--- config.mk ---
export PLATFORM = sky130hd
export DESIGN_NAME = decoder_rotflag_seq
export DESIGN_NICKNAME = d
export VERILOG_FILES = /design/src/rtl/decoder_rotflag_pkg.sv /design/src/rtl/decoder_rotflag_opmap.sv /design/src/rtl/decoder_rotflag_seq.sv
export SDC_FILE = /design/constraint.sdc
export NUM_CORES = 1
export LEC_CHECK = 0
export ABC_AREA = 1
export CAP_MARGIN = 10
export CORE_AREA = 2 2 73 75
export DETAILED_ROUTE_END_ITERATION = 10
export DIE_AREA = 0 0 75 77
export PLACE_DENSITY = 0.7
export SLEW_MARGIN = 20
export SYNTH_ARGS = -nofsm -noshare
export SYNTH_HDL_FRONTEND = slang
export SYNTH_HIERARCHICAL = 1
export SYNTH_SLANG_ARGS = --single-unit
--- constraint.sdc ---
create_clock -name CLK -period 5.3 [get_ports CLK]
set_clock_uncertainty 0.15 [all_clocks]
set_input_delay 1.06 -clock CLK [delete_from_list [all_inputs] [get_ports CLK]]
set_output_delay 1.06 -clock CLK [all_outputs]
set_load 0.1 [all_outputs]
--- src/rtl/decoder_rotflag_pkg.sv ---
// Shared constants and types for the sequential rotate/flag decoder.
// Op ids, FSM states, index selectors, prefix bytes and the decode record layout.
package decoder_rotflag_pkg;

  localparam logic [3:0] OP_NONE = 4'd0;
  localparam logic [3:0] OP_RLC  = 4'd1;
  localparam logic [3:0] OP_RRC  = 4'd2;
  localparam logic [3:0] OP_RL   = 4'd3;
  localparam logic [3:0] OP_RR   = 4'd4;
  localparam logic [3:0] OP_SLA  = 4'd5;
  localparam logic [3:0] OP_SRA  = 4'd6;
  localparam logic [3:0] OP_SLL  = 4'd7;
  localparam logic [3:0] OP_SRL  = 4'd8;
  localparam logic [3:0] OP_CPL  = 4'd9;
  localparam logic [3:0] OP_SCF  = 4'd10;
  localparam logic [3:0] OP_CCF  = 4'd11;

  localparam logic [1:0] IDX_NONE = 2'b00;
  localparam logic [1:0] IDX_IX   = 2'b01;
  localparam logic [1:0] IDX_IY   = 2'b10;

  localparam logic [7:0] PFX_CB = 8'hCB;
  localparam logic [7:0] PFX_DD = 8'hDD;
  localparam logic [7:0] PFX_FD = 8'hFD;

  typedef enum logic [2:0] {
    ST_IDLE = 3'd0,
    ST_CB   = 3'd1,
    ST_IDX  = 3'd2,
    ST_XD   = 3'd3,
    ST_XOP  = 3'd4
  } state_t;

  typedef struct packed {
    logic [3:0] op;
    logic       hit;
    logic       acc_form;
    logic [2:0] reg_f;
    logic [1:0] indexed;
    logic [7:0] disp;
    logic       wb_copy;
    logic       illegal;
    logic [7:0] opcode;
  } rec_t;

  function automatic logic [1:0] idx_of(input logic [7:0] b);
    return (b == PFX_DD) ? IDX_IX : IDX_IY;
  endfunction

endpackage

--- src/rtl/decoder_rotflag_opmap.sv ---
// Combinational op lookup: maps the final opcode byte to an op id.
// cb_form selects the CB 00ooorrr table instead of the unprefixed 00eee111 table.
module decoder_rotflag_opmap
  import decoder_rotflag_pkg::*;
(
  input  logic [7:0] opcode,
  input  logic       cb_form,
  input  logic       enable_undoc,
  output logic [3:0] op,
  output logic       illegal
);

  always_comb begin
    op      = OP_NONE;
    illegal = 1'b0;
    if (opcode[7:6] == 2'b00) begin
      if (cb_form) begin
        case (opcode[5:3])
          3'd0: op = OP_RLC;
          3'd1: op = OP_RRC;
          3'd2: op = OP_RL;
          3'd3: op = OP_RR;
          3'd4: op = OP_SLA;
          3'd5: op = OP_SRA;
          3'd6: begin
            if (enable_undoc) op = OP_SLL;
            else              illegal = 1'b1;
          end
          default: op = OP_SRL;
        endcase
      end else if (opcode[2:0] == 3'b111) begin
        // eee=100 is DAA, which is outside this group
        case (opcode[5:3])
          3'd0:    op = OP_RLC;
          3'd1:    op = OP_RRC;
          3'd2:    op = OP_RL;
          3'd3:    op = OP_RR;
          3'd5:    op = OP_CPL;
          3'd6:    op = OP_SCF;
          3'd7:    op = OP_CCF;
          default: op = OP_NONE;
        endcase
      end
    end
  end

endmodule

--- src/rtl/decoder_rotflag_seq.sv ---
// Sequential rotate/flag decoder: consumes opcode bytes, tracks CB/DD/FD prefixes
// and emits one registered decode record per instruction.
module decoder_rotflag_seq
  import decoder_rotflag_pkg::*;
#(
  parameter bit ENABLE_INDEX = 1'b1,
  parameter bit ENABLE_UNDOC = 1'b1
) (
  input  logic       CLK,
  input  logic       RESET_N,
  input  logic       Flush,
  input  logic [7:0] In_Byte,
  input  logic       In_Valid,
  output logic       In_Ready,
  output logic       Out_Valid,
  input  logic       Out_Ready,
  output logic [3:0] Out_Op,
  output logic       Out_Hit,
  output logic       Out_AccForm,
  output logic [2:0] Out_Reg,
  output logic [1:0] Out_Indexed,
  output logic [7:0] Out_Disp,
  output logic       Out_WbCopy,
  output logic       Out_Illegal,
  output logic [7:0] Out_Opcode,
  output logic [2:0] dbg_state
);

  // Handshake: a byte transfers when In_Valid & In_Ready & ~Flush at a rising edge;
  // a record transfers when Out_Valid & Out_Ready. Out_Valid holds until taken.
  // With one output register, new bytes are accepted only if that register is
  // empty or is being drained in the same cycle. Flush beats both transfers.

  state_t     state, state_nxt;
  logic [1:0] idx_q, idx_nxt;
  logic [7:0] disp_q, disp_nxt;
  logic       out_valid_q;
  rec_t       rec_q, rec_nxt;
  logic       emit;
  logic       accept;
  logic       is_index_pfx;
  logic [3:0] map_op;
  logic       map_illegal;

  assign In_Ready     = ~out_valid_q | Out_Ready;
  assign accept       = In_Valid & In_Ready & ~Flush;
  assign is_index_pfx = (In_Byte == PFX_DD) || (In_Byte == PFX_FD);

  decoder_rotflag_opmap u_opmap (
    .opcode       (In_Byte),
    .cb_form      ((state == ST_CB) || (state == ST_XOP)),
    .enable_undoc (ENABLE_UNDOC),
    .op           (map_op),
    .illegal      (map_illegal)
  );

  always_comb begin
    state_nxt       = state;
    idx_nxt         = idx_q;
    disp_nxt        = disp_q;
    emit            = 1'b0;
    rec_nxt         = '0;
    rec_nxt.op      = map_op;
    rec_nxt.hit     = (map_op != OP_NONE);
    rec_nxt.illegal = map_illegal;
    rec_nxt.opcode  = In_Byte;
    if (accept) begin
      case (state)
        ST_IDLE: begin
          if (In_Byte == PFX_CB) begin
            state_nxt = ST_CB;
          end else if (ENABLE_INDEX && is_index_pfx) begin
            state_nxt = ST_IDX;
            idx_nxt   = idx_of(In_Byte);
          end else begin
            emit             = 1'b1;
            rec_nxt.acc_form = rec_nxt.hit;
            rec_nxt.reg_f    = rec_nxt.hit ? 3'd7 : 3'd0;
          end
        end
        ST_CB: begin
          emit          = 1'b1;
          rec_nxt.reg_f = In_Byte[2:0];
          state_nxt     = ST_IDLE;
        end
        ST_IDX: begin
          if (is_index_pfx) begin
            idx_nxt = idx_of(In_Byte);
          end else if (In_Byte == PFX_CB) begin
            state_nxt = ST_XD;
          end else begin
            // A prefix has no effect on accumulator forms; only Indexed records it
            emit             = 1'b1;
            rec_nxt.acc_form = rec_nxt.hit;
            rec_nxt.reg_f    = rec_nxt.hit ? 3'd7 : 3'd0;
            rec_nxt.indexed  = idx_q;
            state_nxt        = ST_IDLE;
          end
        end
        ST_XD: begin
          disp_nxt  = In_Byte;
          state_nxt = ST_XOP;
        end
        ST_XOP: begin
          emit            = 1'b1;
          rec_nxt.reg_f   = 3'd6;
          rec_nxt.indexed = idx_q;
          rec_nxt.disp    = disp_q;
          rec_nxt.wb_copy = ENABLE_UNDOC && (In_Byte[2:0] != 3'd6);
          state_nxt       = ST_IDLE;
        end
        default: state_nxt = ST_IDLE;
      endcase
    end
    if (emit) begin
      idx_nxt  = IDX_NONE;
      disp_nxt = 8'h00;
    end
    if (Flush) begin
      state_nxt = ST_IDLE;
      idx_nxt   = IDX_NONE;
      disp_nxt  = 8'h00;
    end
  end

  always_ff @(posedge CLK or negedge RESET_N) begin
    if (!RESET_N) begin
      state  <= ST_IDLE;
      idx_q  <= IDX_NONE;
      disp_q <= 8'h00;
    end else begin
      state  <= state_nxt;
      idx_q  <= idx_nxt;
      disp_q <= disp_nxt;
    end
  end

  always_ff @(posedge CLK or negedge RESET_N) begin
    if (!RESET_N) begin
      out_valid_q <= 1'b0;
      rec_q       <= '0;
    end else if (Flush) begin
      out_valid_q <= 1'b0;
    end else if (emit) begin
      out_valid_q <= 1'b1;
      rec_q       <= rec_nxt;
    end else if (Out_Ready) begin
      out_valid_q <= 1'b0;
    end
  end

  assign Out_Valid   = out_valid_q;
  assign Out_Op      = rec_q.op;
  assign Out_Hit     = rec_q.hit;
  assign Out_AccForm = rec_q.acc_form;
  assign Out_Reg     = rec_q.reg_f;
  assign Out_Indexed = rec_q.indexed;
  assign Out_Disp    = rec_q.disp;
  assign Out_WbCopy  = rec_q.wb_copy;
  assign Out_Illegal = rec_q.illegal;
  assign Out_Opcode  = rec_q.opcode;
  assign dbg_state   = state;

endmodule
==> qor.yml <==
worstSetupStartpoint: "Out_Ready"
end_kind: "output pin"
layout.cell_area.non_filler_mm2: 0.002786
crit_path_frequent_cell: "sky130_fd_sc_hd__clkdlybuf4s50_1"
cellPowerDensity_mw_per_mm2: 304.1
pin_slew_with_the_least_headroom_to_its_limit_ns: 0.9757
rsz0062_at_grt: "false"
global_route.usage.total_pct: 19.05
hold_violations: 0
clkPwrFrac_pct: 31.4
n_antenna_cell: 0
max-cap-violations: 0
dieWidth_um: 75
drt-pass1-iter-count: 4
synthesis.area_mm2: 0.002145
synthDominantAreaCellType: "sky130_fd_sc_hd__dfrtp_1"
number_of_nets_in_the_finished_design: 332
cts-resized-gates: 0
cts.repair_timing.setup_buffer_count: 0
start_util_pct: 43.09
coreArea_mm2: 0.004977
insertion_delay_ns: 0.30
total_switching_power_uw: 300.2
grt_max_degree: 44
finalCriticalPeriod_ns: 3.980
outcome: "finished clean"
number_of_antenna_violations_at_the_first_check_in_global_routing: 0
hold_path.class: "flip-flop to flip-flop"
critical_path.slowest_cell: "sky130_fd_sc_hd__clkdlybuf4s50_1"
post-place-cells: 381
timing.critical_path.to: "In_Ready"
synth_top_cell_area_share_pct: 50.18
h_tree_level_count: 2
internal-power_uw: 547.3
share_seq_of_total_power_pct: 41.6
most-common-layout-cells: "sky130_fd_sc_hd__nand2_1 (87), sky130_fd_sc_hd__clkdlybuf4s50_1 (45), sky130_fd_sc_hd__dfrtp_1 (43)"
worstPathCellList: "clkdlybuf4s50_1 > inv_1 > nand2_1 > clkdlybuf4s50_1"
worst-path-max-fanout: 3
power_leakage_uw: 0.001317
synth.yosys.seq_area_share_pct: 50.18
cts_tree: "done"
layout_worst_path_cycle_share_pct: 75.10
numClockSinks: 43
dp_hpwl_um: 3428
share_comb_of_total_power_pct: 27.0
first_iter_violations: 75
number_of_register_bits_inferred_by_synthesis: 43
ys.warnings.count: 6
clk_transition_reported_paths_ns: 0.08
placement_rows: 26
timing.final.max_slew_violations: 0
ys_types: 29
cts_max_path_buffers: 2
num_vias: 1864
maxSlewHeadroom_pct: 34.75
max_stage_delay_ns: 1.14
regToRegStartpoint: "dbg_state[0]"
io_buffers: 46
drt.antenna.violating_nets: 0
numCtsBuffers: 5
finalNonFillerCells: 390
layout_commonest_cell: "sky130_fd_sc_hd__nand2_1"
routed_wirelength_um: 4810
dieHeight_um: 77
drcViolationCount: 0
routability_congestion: 0.8792
placement.cell_area_mm2: 0.002649
globalRoute.totalOverflow: 0
worstSetupStartpointType: "input port"
layout-drive-gt1-share_pct: 9.375
grt_pass1_vias: 1813
boundaryPins: 47
required_ns: 4.09
reg2reg_setup_slack_ns: 3.06
areaGrowthSynthToFinish_pct: 29.93
criticalPathCategory: "input port to output pin"
postLayoutCoreUtil_pct: 55.98
ir_worst_vdd_v: 0.0001957
timing.critical_path.arrival_ns: 2.77
wire_per_inst_um: 12.33
fmaxAchievable_mhz: 251.2
final-setup-viol-count: 0
reg2reg_to: "Out_Disp[2]"
avgSynthCellArea_um2: 7.972
cts_hold_repair.buffers: 0
synth_top_cells_by_area: "sky130_fd_sc_hd__dfrtp_1 (50%), sky130_fd_sc_hd__nand2_1 (15%), sky130_fd_sc_hd__inv_1 (5.3%), sky130_fd_sc_hd__o21ai_0 (5.1%), sky130_fd_sc_hd__nand4_1 (4.1%)"
clk_root_buffer_cell: "sky130_fd_sc_hd__clkbuf_8"
grt_pass1_wl_um: 8487
worst-r2r-cell-count: 9
vias_per_cell: 4.779
finalSetupTns_ns: 0
number_of_standard_cells_after_synthesis: 269
design.die.area_mm2: 0.005775
power.switching_fraction_pct: 35.42
[power groups by stage]
stage	clock network [uW]	registers (uW)	logic (uW)
3_3_place_gp	0	359	226
3_5_place_dp	0	359	228
6_report	266	353	229
2_1_floorplan	0	478	46.4
5_1_grt	283	355	241
4_1_cts	274	353	228
[cells in the mapped netlist]
master	n
sky130_fd_sc_hd__o21ai_1	3
sky130_fd_sc_hd__nand4_1	14
sky130_fd_sc_hd__clkbuf_1	1
sky130_fd_sc_hd__nand3_1	14
sky130_fd_sc_hd__o21ai_0	22
sky130_fd_sc_hd__a31oi_1	1
sky130_fd_sc_hd__a21oi_2	1
sky130_fd_sc_hd__nand2_2	3
sky130_fd_sc_hd__xor2_1	1
sky130_fd_sc_hd__nor2_2	4
sky130_fd_sc_hd__o22ai_1	2
sky130_fd_sc_hd__o21a_1	1
sky130_fd_sc_hd__buf_2	1
sky130_fd_sc_hd__nor3_1	3
sky130_fd_sc_hd__a21oi_1	2
sky130_fd_sc_hd__inv_4	1
sky130_fd_sc_hd__inv_1	30
sky130_fd_sc_hd__nand3b_1	1
sky130_fd_sc_hd__nor2_4	1
sky130_fd_sc_hd__buf_6	3
sky130_fd_sc_hd__nand3_4	1
sky130_fd_sc_hd__nand3_2	3
sky130_fd_sc_hd__nor3_2	1
sky130_fd_sc_hd__nor2_1	19
sky130_fd_sc_hd__nand2_1	87
sky130_fd_sc_hd__nand2_4	2
sky130_fd_sc_hd__conb_1	1
sky130_fd_sc_hd__dfrtp_1	43
sky130_fd_sc_hd__inv_2	3
[kinds of logic after synthesis]
logic type	share of synthesized area, %
compound gates	7.935
xor+xnor	0.4085
buf+inv	8.051
flops	50.17
other cells	0.1749
simple gates	33.26
[worst min-delay path by stage]
| stage | slack [ns] | depth (start not counted) | end | startpoint |
|---|---|---|---|---|
| finish | 0.33 | 2 | Out_Indexed[1] | Out_Indexed[1] |
| global route | 0.37 | 2 | idx_q[0] | idx_q[0] |
| CTS | 0.33 | 2 | Out_Indexed[0] | Out_Indexed[0] |
| detailed placement | 0.31 | 2 | Out_Indexed[1] | Out_Indexed[1] |
| global placement | 0.31 | 2 | Out_Indexed[1] | Out_Indexed[1] |
| floorplan | 0.30 | 2 | disp_q[0] | disp_q[0] |
[registers in the layout, indices dropped and copies added (netlist names)]
name / count
Out_Op: 4
Out_AccForm: 1
idx_q: 2
Out_Valid: 1
Out_Illegal: 1
Out_Opcode: 8
Out_Hit: 1
Out_WbCopy: 1
disp_q: 8
Out_Disp: 8
Out_Indexed: 2
dbg_state: 3
Out_Reg: 3
[layout make-up]
class	count	area [um^2]
fill	461	2191
multi-input combinational	188	899.6
timing repair buffer	47	475.5
clock inverter	2	35.03
tap	70	87.58
inverter	34	130.1
clock buffer	6	82.58
sequential	43	1076
[routing by layer]
metal  track usage [%]  up-vias  routed length, um
li1                  -      960                  -
met1             25.11      854               2289
met2             29.91       42               2244
met3             4.993        8                199
met4             6.607        0                 76
met5                 0        -                  0
[worst max-delay path, delay by kind of cell]
kind	cells	cell delay [ns]
buf+inv	3	1.62
simple gates	1	0.08
[stage by stage]
step | power (uW) | worst slack, ns | hold WS (ns)
finish | 847.4 | 1.320 | 0.3286
global route | 879.5 | 1.268 | 0.3654
CTS | 855.2 | 1.312 | 0.3318
detailed placement | 587.0 | 1.325 | 0.3120
global placement | 584.8 | 1.338 | 0.3096
floorplan | 524.1 | 2.303 | 0.2994
No activity file was read; power rests on OpenSTA's default activity.
